===== src/rtl/bomb_pkg.sv =====
// ----------------------------------------------------------------------------
// bomb_pkg
// Shared definitions for the bomb fuse manager: the per-slot state encoding,
// the tile coordinate widths and the default fuse length in frame ticks.
// ----------------------------------------------------------------------------
package bomb_pkg;

    localparam int COL_W = 5;
    localparam int ROW_W = 4;

    localparam logic [7:0] FUSE_FRAMES_DEFAULT = 8'd120;

    typedef enum logic [1:0] {
        SLOT_IDLE    = 2'd0,
        SLOT_ARMED   = 2'd1,
        SLOT_EXPIRED = 2'd2
    } slot_state_t;

endpackage


===== src/rtl/bomb_slot.sv =====
// ----------------------------------------------------------------------------
// bomb_slot
// One live-bomb slot: state (IDLE/ARMED/EXPIRED), latched tile, fuse counter.
//
// Ports
//   clk, reset              clock, synchronous active-high reset
//   load                    arm this slot with place_col/place_row (only
//                           honoured while IDLE)
//   place_col, place_row    tile of the bomb being placed; also the tile
//                           compared for duplicate detection
//   frame_tick              fuse time base
//   chain_valid/col/row     flame covering a tile; an ARMED slot on that
//                           tile expires immediately
//   clear                   detonation accepted; EXPIRED slot returns to IDLE
//   state, col, row         current slot contents
//   tile_match              slot is occupied and holds place_col/place_row
// ----------------------------------------------------------------------------
module bomb_slot
    import bomb_pkg::*;
#(
    parameter logic [7:0] FUSE_FRAMES = FUSE_FRAMES_DEFAULT
) (
    input  logic             clk,
    input  logic             reset,
    input  logic             load,
    input  logic [COL_W-1:0] place_col,
    input  logic [ROW_W-1:0] place_row,
    input  logic             frame_tick,
    input  logic             chain_valid,
    input  logic [COL_W-1:0] chain_col,
    input  logic [ROW_W-1:0] chain_row,
    input  logic             clear,
    output slot_state_t      state,
    output logic [COL_W-1:0] col,
    output logic [ROW_W-1:0] row,
    output logic             tile_match
);

    slot_state_t      state_reg;
    logic [7:0]       fuse_reg;
    logic [COL_W-1:0] col_reg;
    logic [ROW_W-1:0] row_reg;
    logic             chain_hit;

    assign chain_hit  = chain_valid && (state_reg == SLOT_ARMED) &&
                        (col_reg == chain_col) && (row_reg == chain_row);

    // EXPIRED slots still occupy their tile until the blast is emitted.
    assign tile_match = (state_reg != SLOT_IDLE) &&
                        (col_reg == place_col) && (row_reg == place_row);

    always_ff @(posedge clk) begin
        if (reset) begin
            state_reg <= SLOT_IDLE;
            fuse_reg  <= '0;
            col_reg   <= '0;
            row_reg   <= '0;
        end else begin
            case (state_reg)
                SLOT_IDLE: begin
                    // A fresh bomb ignores a coincident frame_tick.
                    if (load) begin
                        state_reg <= SLOT_ARMED;
                        fuse_reg  <= FUSE_FRAMES;
                        col_reg   <= place_col;
                        row_reg   <= place_row;
                    end
                end
                SLOT_ARMED: begin
                    if (chain_hit) begin
                        state_reg <= SLOT_EXPIRED;
                        fuse_reg  <= '0;
                    end else if (frame_tick) begin
                        // <= 1 rather than == 1 so the counter can never wrap.
                        if (fuse_reg <= 8'd1) begin
                            state_reg <= SLOT_EXPIRED;
                            fuse_reg  <= '0;
                        end else begin
                            fuse_reg <= fuse_reg - 8'd1;
                        end
                    end
                end
                SLOT_EXPIRED: begin
                    if (clear) begin
                        state_reg <= SLOT_IDLE;
                        col_reg   <= '0;
                        row_reg   <= '0;
                    end
                end
                default: begin
                    state_reg <= SLOT_IDLE;
                end
            endcase
        end
    end

    assign state = state_reg;
    assign col   = col_reg;
    assign row   = row_reg;

endmodule


===== src/rtl/bomb_fuse_manager.sv =====
// ----------------------------------------------------------------------------
// bomb_fuse_manager
// Tracks up to NUM_SLOTS live bombs, counts their fuses down on frame_tick,
// handles chain reactions and emits one registered blast per cycle.
//
// Ports
//   clk, reset               clock, synchronous active-high reset
//   frame_tick               one pulse per video frame (fuse time base)
//   place_req/col/row        placement request for a tile
//   chain_valid/col/row      flame covering a tile
//   place_ack/place_reject   registered response to place_req
//   blast, blast_col/row     registered detonation pulse and its tile
//   active_mask              bit i set while slot i is ARMED or EXPIRED
// ----------------------------------------------------------------------------
module bomb_fuse_manager
    import bomb_pkg::*;
#(
    parameter int         NUM_SLOTS   = 4,
    parameter logic [7:0] FUSE_FRAMES = FUSE_FRAMES_DEFAULT
) (
    input  logic                 clk,
    input  logic                 reset,
    input  logic                 frame_tick,
    input  logic                 place_req,
    input  logic [COL_W-1:0]     place_col,
    input  logic [ROW_W-1:0]     place_row,
    input  logic                 chain_valid,
    input  logic [COL_W-1:0]     chain_col,
    input  logic [ROW_W-1:0]     chain_row,
    output logic                 place_ack,
    output logic                 place_reject,
    output logic                 blast,
    output logic [COL_W-1:0]     blast_col,
    output logic [ROW_W-1:0]     blast_row,
    output logic [NUM_SLOTS-1:0] active_mask
);

    slot_state_t          slot_state [NUM_SLOTS];
    logic [COL_W-1:0]     slot_col   [NUM_SLOTS];
    logic [ROW_W-1:0]     slot_row   [NUM_SLOTS];

    logic [NUM_SLOTS-1:0] idle_vec;
    logic [NUM_SLOTS-1:0] expired_vec;
    logic [NUM_SLOTS-1:0] dup_vec;
    logic [NUM_SLOTS-1:0] load_vec;
    logic [NUM_SLOTS-1:0] clear_vec;

    logic                 place_accept;
    logic                 place_refuse;
    logic [COL_W-1:0]     pick_col;
    logic [ROW_W-1:0]     pick_row;

    logic                 place_ack_reg;
    logic                 place_reject_reg;
    logic                 blast_reg;
    logic [COL_W-1:0]     blast_col_reg;
    logic [ROW_W-1:0]     blast_row_reg;

    generate
        for (genvar gi = 0; gi < NUM_SLOTS; gi++) begin : g_slot
            bomb_slot #(
                .FUSE_FRAMES (FUSE_FRAMES)
            ) u_slot (
                .clk         (clk),
                .reset       (reset),
                .load        (load_vec[gi]),
                .place_col   (place_col),
                .place_row   (place_row),
                .frame_tick  (frame_tick),
                .chain_valid (chain_valid),
                .chain_col   (chain_col),
                .chain_row   (chain_row),
                .clear       (clear_vec[gi]),
                .state       (slot_state[gi]),
                .col         (slot_col[gi]),
                .row         (slot_row[gi]),
                .tile_match  (dup_vec[gi])
            );

            assign idle_vec[gi]    = (slot_state[gi] == SLOT_IDLE);
            assign expired_vec[gi] = (slot_state[gi] == SLOT_EXPIRED);
            assign active_mask[gi] = !idle_vec[gi];
        end
    endgenerate

    // Occupancy comes from registered slot state, so a slot blasting this
    // cycle still counts as occupied until the next one.
    assign place_accept = place_req && (|idle_vec) && !(|dup_vec);
    assign place_refuse = place_req && !place_accept;

    // x & -x isolates the lowest set bit: lowest-index priority pick.
    assign load_vec  = place_accept ? (idle_vec & (~idle_vec + NUM_SLOTS'(1)))
                                    : '0;
    assign clear_vec = expired_vec & (~expired_vec + NUM_SLOTS'(1));

    always_comb begin
        pick_col = '0;
        pick_row = '0;
        for (int i = 0; i < NUM_SLOTS; i++) begin
            if (clear_vec[i]) begin
                pick_col = slot_col[i];
                pick_row = slot_row[i];
            end
        end
    end

    always_ff @(posedge clk) begin
        if (reset) begin
            place_ack_reg    <= 1'b0;
            place_reject_reg <= 1'b0;
            blast_reg        <= 1'b0;
            blast_col_reg    <= '0;
            blast_row_reg    <= '0;
        end else begin
            place_ack_reg    <= place_accept;
            place_reject_reg <= place_refuse;
            blast_reg        <= |expired_vec;
            blast_col_reg    <= pick_col;
            blast_row_reg    <= pick_row;
        end
    end

    assign place_ack    = place_ack_reg;
    assign place_reject = place_reject_reg;
    assign blast        = blast_reg;
    assign blast_col    = blast_col_reg;
    assign blast_row    = blast_row_reg;

endmodule


===== config.mk =====
export PLATFORM = sky130hd
export DESIGN_NAME = bomb_fuse_manager
export DESIGN_NICKNAME = d
export VERILOG_FILES = /design/src/rtl/bomb_pkg.sv /design/src/rtl/bomb_slot.sv /design/src/rtl/bomb_fuse_manager.sv
export SDC_FILE = /design/constraint.sdc
export NUM_CORES = 1
export LEC_CHECK = 0
export ABC_AREA = 1
export CELL_PAD_IN_SITES_DETAIL_PLACEMENT = 1
export CELL_PAD_IN_SITES_GLOBAL_PLACEMENT = 1
export CORE_ASPECT_RATIO = 2
export CORE_UTILIZATION = 43
export DETAILED_ROUTE_END_ITERATION = 10
export PLACE_DENSITY_LB_ADDON = 0.15
export SKIP_CTS_REPAIR_TIMING = 1
export SYNTH_ARGS = -nofsm -noshare
export SYNTH_HDL_FRONTEND = slang
export SYNTH_SLANG_ARGS = --single-unit
export TNS_END_PERCENT = 1

===== constraint.sdc =====
create_clock -name clk -period 2.3 [get_ports clk]
set_clock_uncertainty 0.05 [all_clocks]
set_input_delay 0.23 -clock clk [delete_from_list [all_inputs] [get_ports clk]]
set_output_delay 0.23 -clock clk [all_outputs]
set_load 0.02 [all_outputs]

==> reports/metrics.yaml <==
drtAntennaViolNets: 0
placed_cell_area_um2: 6490
dpl_hpwl_um: 15900
timing_max_transition_violations_final: 0
yosys_register_bits: 88
synth_cells: 885
power.sequential.fraction: 0.360
core.rowCount: 59
vias: 6248
cts_bufs_inserted: 9
clock_sink_count: 88
largest_reg_flops: 32
cp_data_required_time_ns: 2.48
tns_ns: 0
cell_taking_the_most_area_after_synthesis: "dfxtp_1"
mappedNetlistNets: 916
clk_lat_worst_skew_ns: 0.35
fillers: 1781
cts-root-buf: "clkbuf_16"
port-buffer-count: 38
finalWeightedCongestion: 0.944
drt-wirelength-per-cell_um: 18.4
multiInputGateArea_um2: 3380
fin_util: 0.524
antenna_found_initial: 0
p_sw_frac: 0.370
layoutNonFillerInstCount: 1106
tritoncts_clock_tree: "built"
gr-usage-all-layers: 0.307
setup_slack_ns: 0.136
timing.critical_path.slowest_stage_cell: "clkdlybuf4s50_1"
final_critical_delay_including_setup_and_external_delays_ns: 2.16
placement.setup.worst_slack_ns: -0.187
worst-slew-pin-transition_ns: 0.620
die_area_um2: 13800
slowest_delay_ns: 0.61
finalNetCount: 980
setup_repair_after_global_routing_missed_its_margin: "no"
post-route-cell-area_um2: 6800
detail_route.first_pass.iterations: 4
syn_avg_cell_area_um2: 6.46
power.static_leakage_nw: 2.91
max-cap-violations: 0
ys_seq_area_frac: 0.308
setup-violations-final: 0
io-pin-count: 39
area_of_the_core_um2: 13000
htreeDepth: 3
hold_path.class: "in -> reg"
part_of_the_total_power_dissipated_in_combinational_logic: 0.335
max_slew_margin: 0.587
initialDrtViolationCount: 202
number_of_hold_violations_in_the_final_report: 0
critical_path_class: "in -> reg"
drc: 0
clk_transition_reported_paths_ns: 0.07
final.period_utilization: 0.941
dieHeight_um: 165
starting_density: 0.440
final.hold.worst_slack_ns: 0.378
ff_latch_area_um2: 1760
first_global_vias: 6753
fraction_of_post_synthesis_cell_area_in_the_top_cell_type_by_area: 0.308
p_total_mw: 5.05
grt_overflow: 0
grt_max_degree: 57
area.growth.synth_to_final_pct: 19.0
net-switching-power_mw: 1.87
placed_cells: 1090
cts-root-to-sink-buffers: 2
wirelength_um: 20400
antennaDiodeCount: 0
vias_per_cell: 5.65
maxClockFrequency_mhz: 462
outcome: "completed"
internal_power_mw: 3.18
crit_end_element: "flop"
vdd_ir_drop_max_mv: 0.441
fp.dieW_um: 83.5
yosysWarnings: 0
power_density_nw_per_um2: 743
synth.cell_area_um2: 5720
netlist_top_cells_area: "dfxtp_1, nand2_1, a21oi_1"
path_cells: "clkdlybuf4s50_1, inv_2, nand2_1, nand4_1, nor3_1, nand3_2, a21oi_2, nand2_2, o21ai_0, nor2_1"
post_route_cells_drive_above_1_share: 0.124
setup.worst_path.start_class: "input pin"
worst_ep_arrival_time_ns: 2.34
critPathMaxFanout: 9
share_clk_of_total_power: 0.305
wire_length_of_the_first_global_routing_pass_um: 33100
yosysUniqueCellTypes: 38
cell type report:
| cell class | count | share of cell area |
|---|---|---|
| Multi-Input combinational cell | 670 | 0.496 |
| Sequential cell | 88 | 0.259 |
| Timing Repair Buffer | 83 | 0.118 |
| Inverter | 97 | 0.0543 |
| Clock buffer | 10 | 0.0351 |
| Tap cell | 152 | 0.0280 |
| Clock inverter | 6 | 0.00975 |
worst max-delay path, delay by kind of cell:
| family | cells | cell delay, ns |
|---|---|---|
| buf+inv | 2 | 0.72 |
| compound gates | 2 | 0.46 |
| simple gates | 6 | 0.92 |
routing by layer:
metal | vias to the layer above | GRT usage | wire [µm]
met1 | 2995 | 0.282 | 6930
met5 | - | 0 | 0
li1 | 3005 | - | -
met4 | 0 | 0.238 | 1680
met2 | 156 | 0.604 | 11200
met3 | 92 | 0.0353 | 538
logic make-up (layout without fill, tap and decap cells):
logic type / count (synthesis) / after routing / share of synthesized area
and+or+nand+nor: 480 / 480 / 0.375
AOI/OAI and AO/OA: 144 / 144 / 0.138
buffers and inverters: 127 / 196 / 0.103
DFF: 88 / 88 / 0.308
xor gates and xnor gates: 38 / 38 / 0.0582
adders and majority gates: 8 / 8 / 0.0175
synthesized netlist by cell type (all sizes together):
| cell | instances |
|---|---|
| o31ai | 1 |
| xor2 | 23 |
| nand2 | 216 |
| inv | 96 |
| o21ai | 25 |
| a31oi | 1 |
| nor4 | 3 |
| nor2 | 127 |
| clkbuf | 8 |
| o221ai | 1 |
| nand3b | 3 |
| o22ai | 8 |
| ha | 8 |
| nor3 | 15 |
| nand4 | 26 |
| o211ai | 3 |
| xnor2 | 15 |
| dfxtp | 88 |
| nand3 | 85 |
| or2 | 5 |
| clkinv | 1 |
| a21oi | 105 |
| buf | 22 |
placed cells by master, fill, tap and decap left out, types with 16 or more instances in the layout:
cell	synthesis	final
buf_4	6	38
nor2_1	120	120
inv_1	79	78
xor2_1	23	23
dfxtp_1	88	88
a21oi_1	101	101
nand3_1	81	81
o21ai_0	21	21
nand4_1	26	26
inv_2	15	16
nand2_1	205	205
clkdlybuf4s50_1	0	37
power by group through the flow:
stage	clock (mW)	sequential [mW]	combinational [mW]
after floorplan	0	1.81	1.15
after global placement	0	1.84	1.56
after detailed placement	0	1.85	1.66
after CTS	1.57	1.82	1.68
after global routing	1.61	1.84	1.88
final	1.54	1.82	1.69
final timing paths:
check                                             from                                        end  slack [ns]  cells past startpoint
min                                              reset  g_slot[1].u_slot.fuse_reg[5]$_SDFFE_PP0P_        0.38                      5
max                                       chain_col[1]  g_slot[0].u_slot.fuse_reg[4]$_SDFFE_PP0P_        0.14                     10
min reg2reg  g_slot[2].u_slot.fuse_reg[1]$_SDFFE_PP0P_  g_slot[2].u_slot.fuse_reg[1]$_SDFFE_PP0P_        0.45                      2
max reg2reg       g_slot[0].u_slot.col[1]$_SDFFE_PP0P_  g_slot[0].u_slot.fuse_reg[4]$_SDFFE_PP0P_        0.16                      9
(Power assumes the default switching activity.)
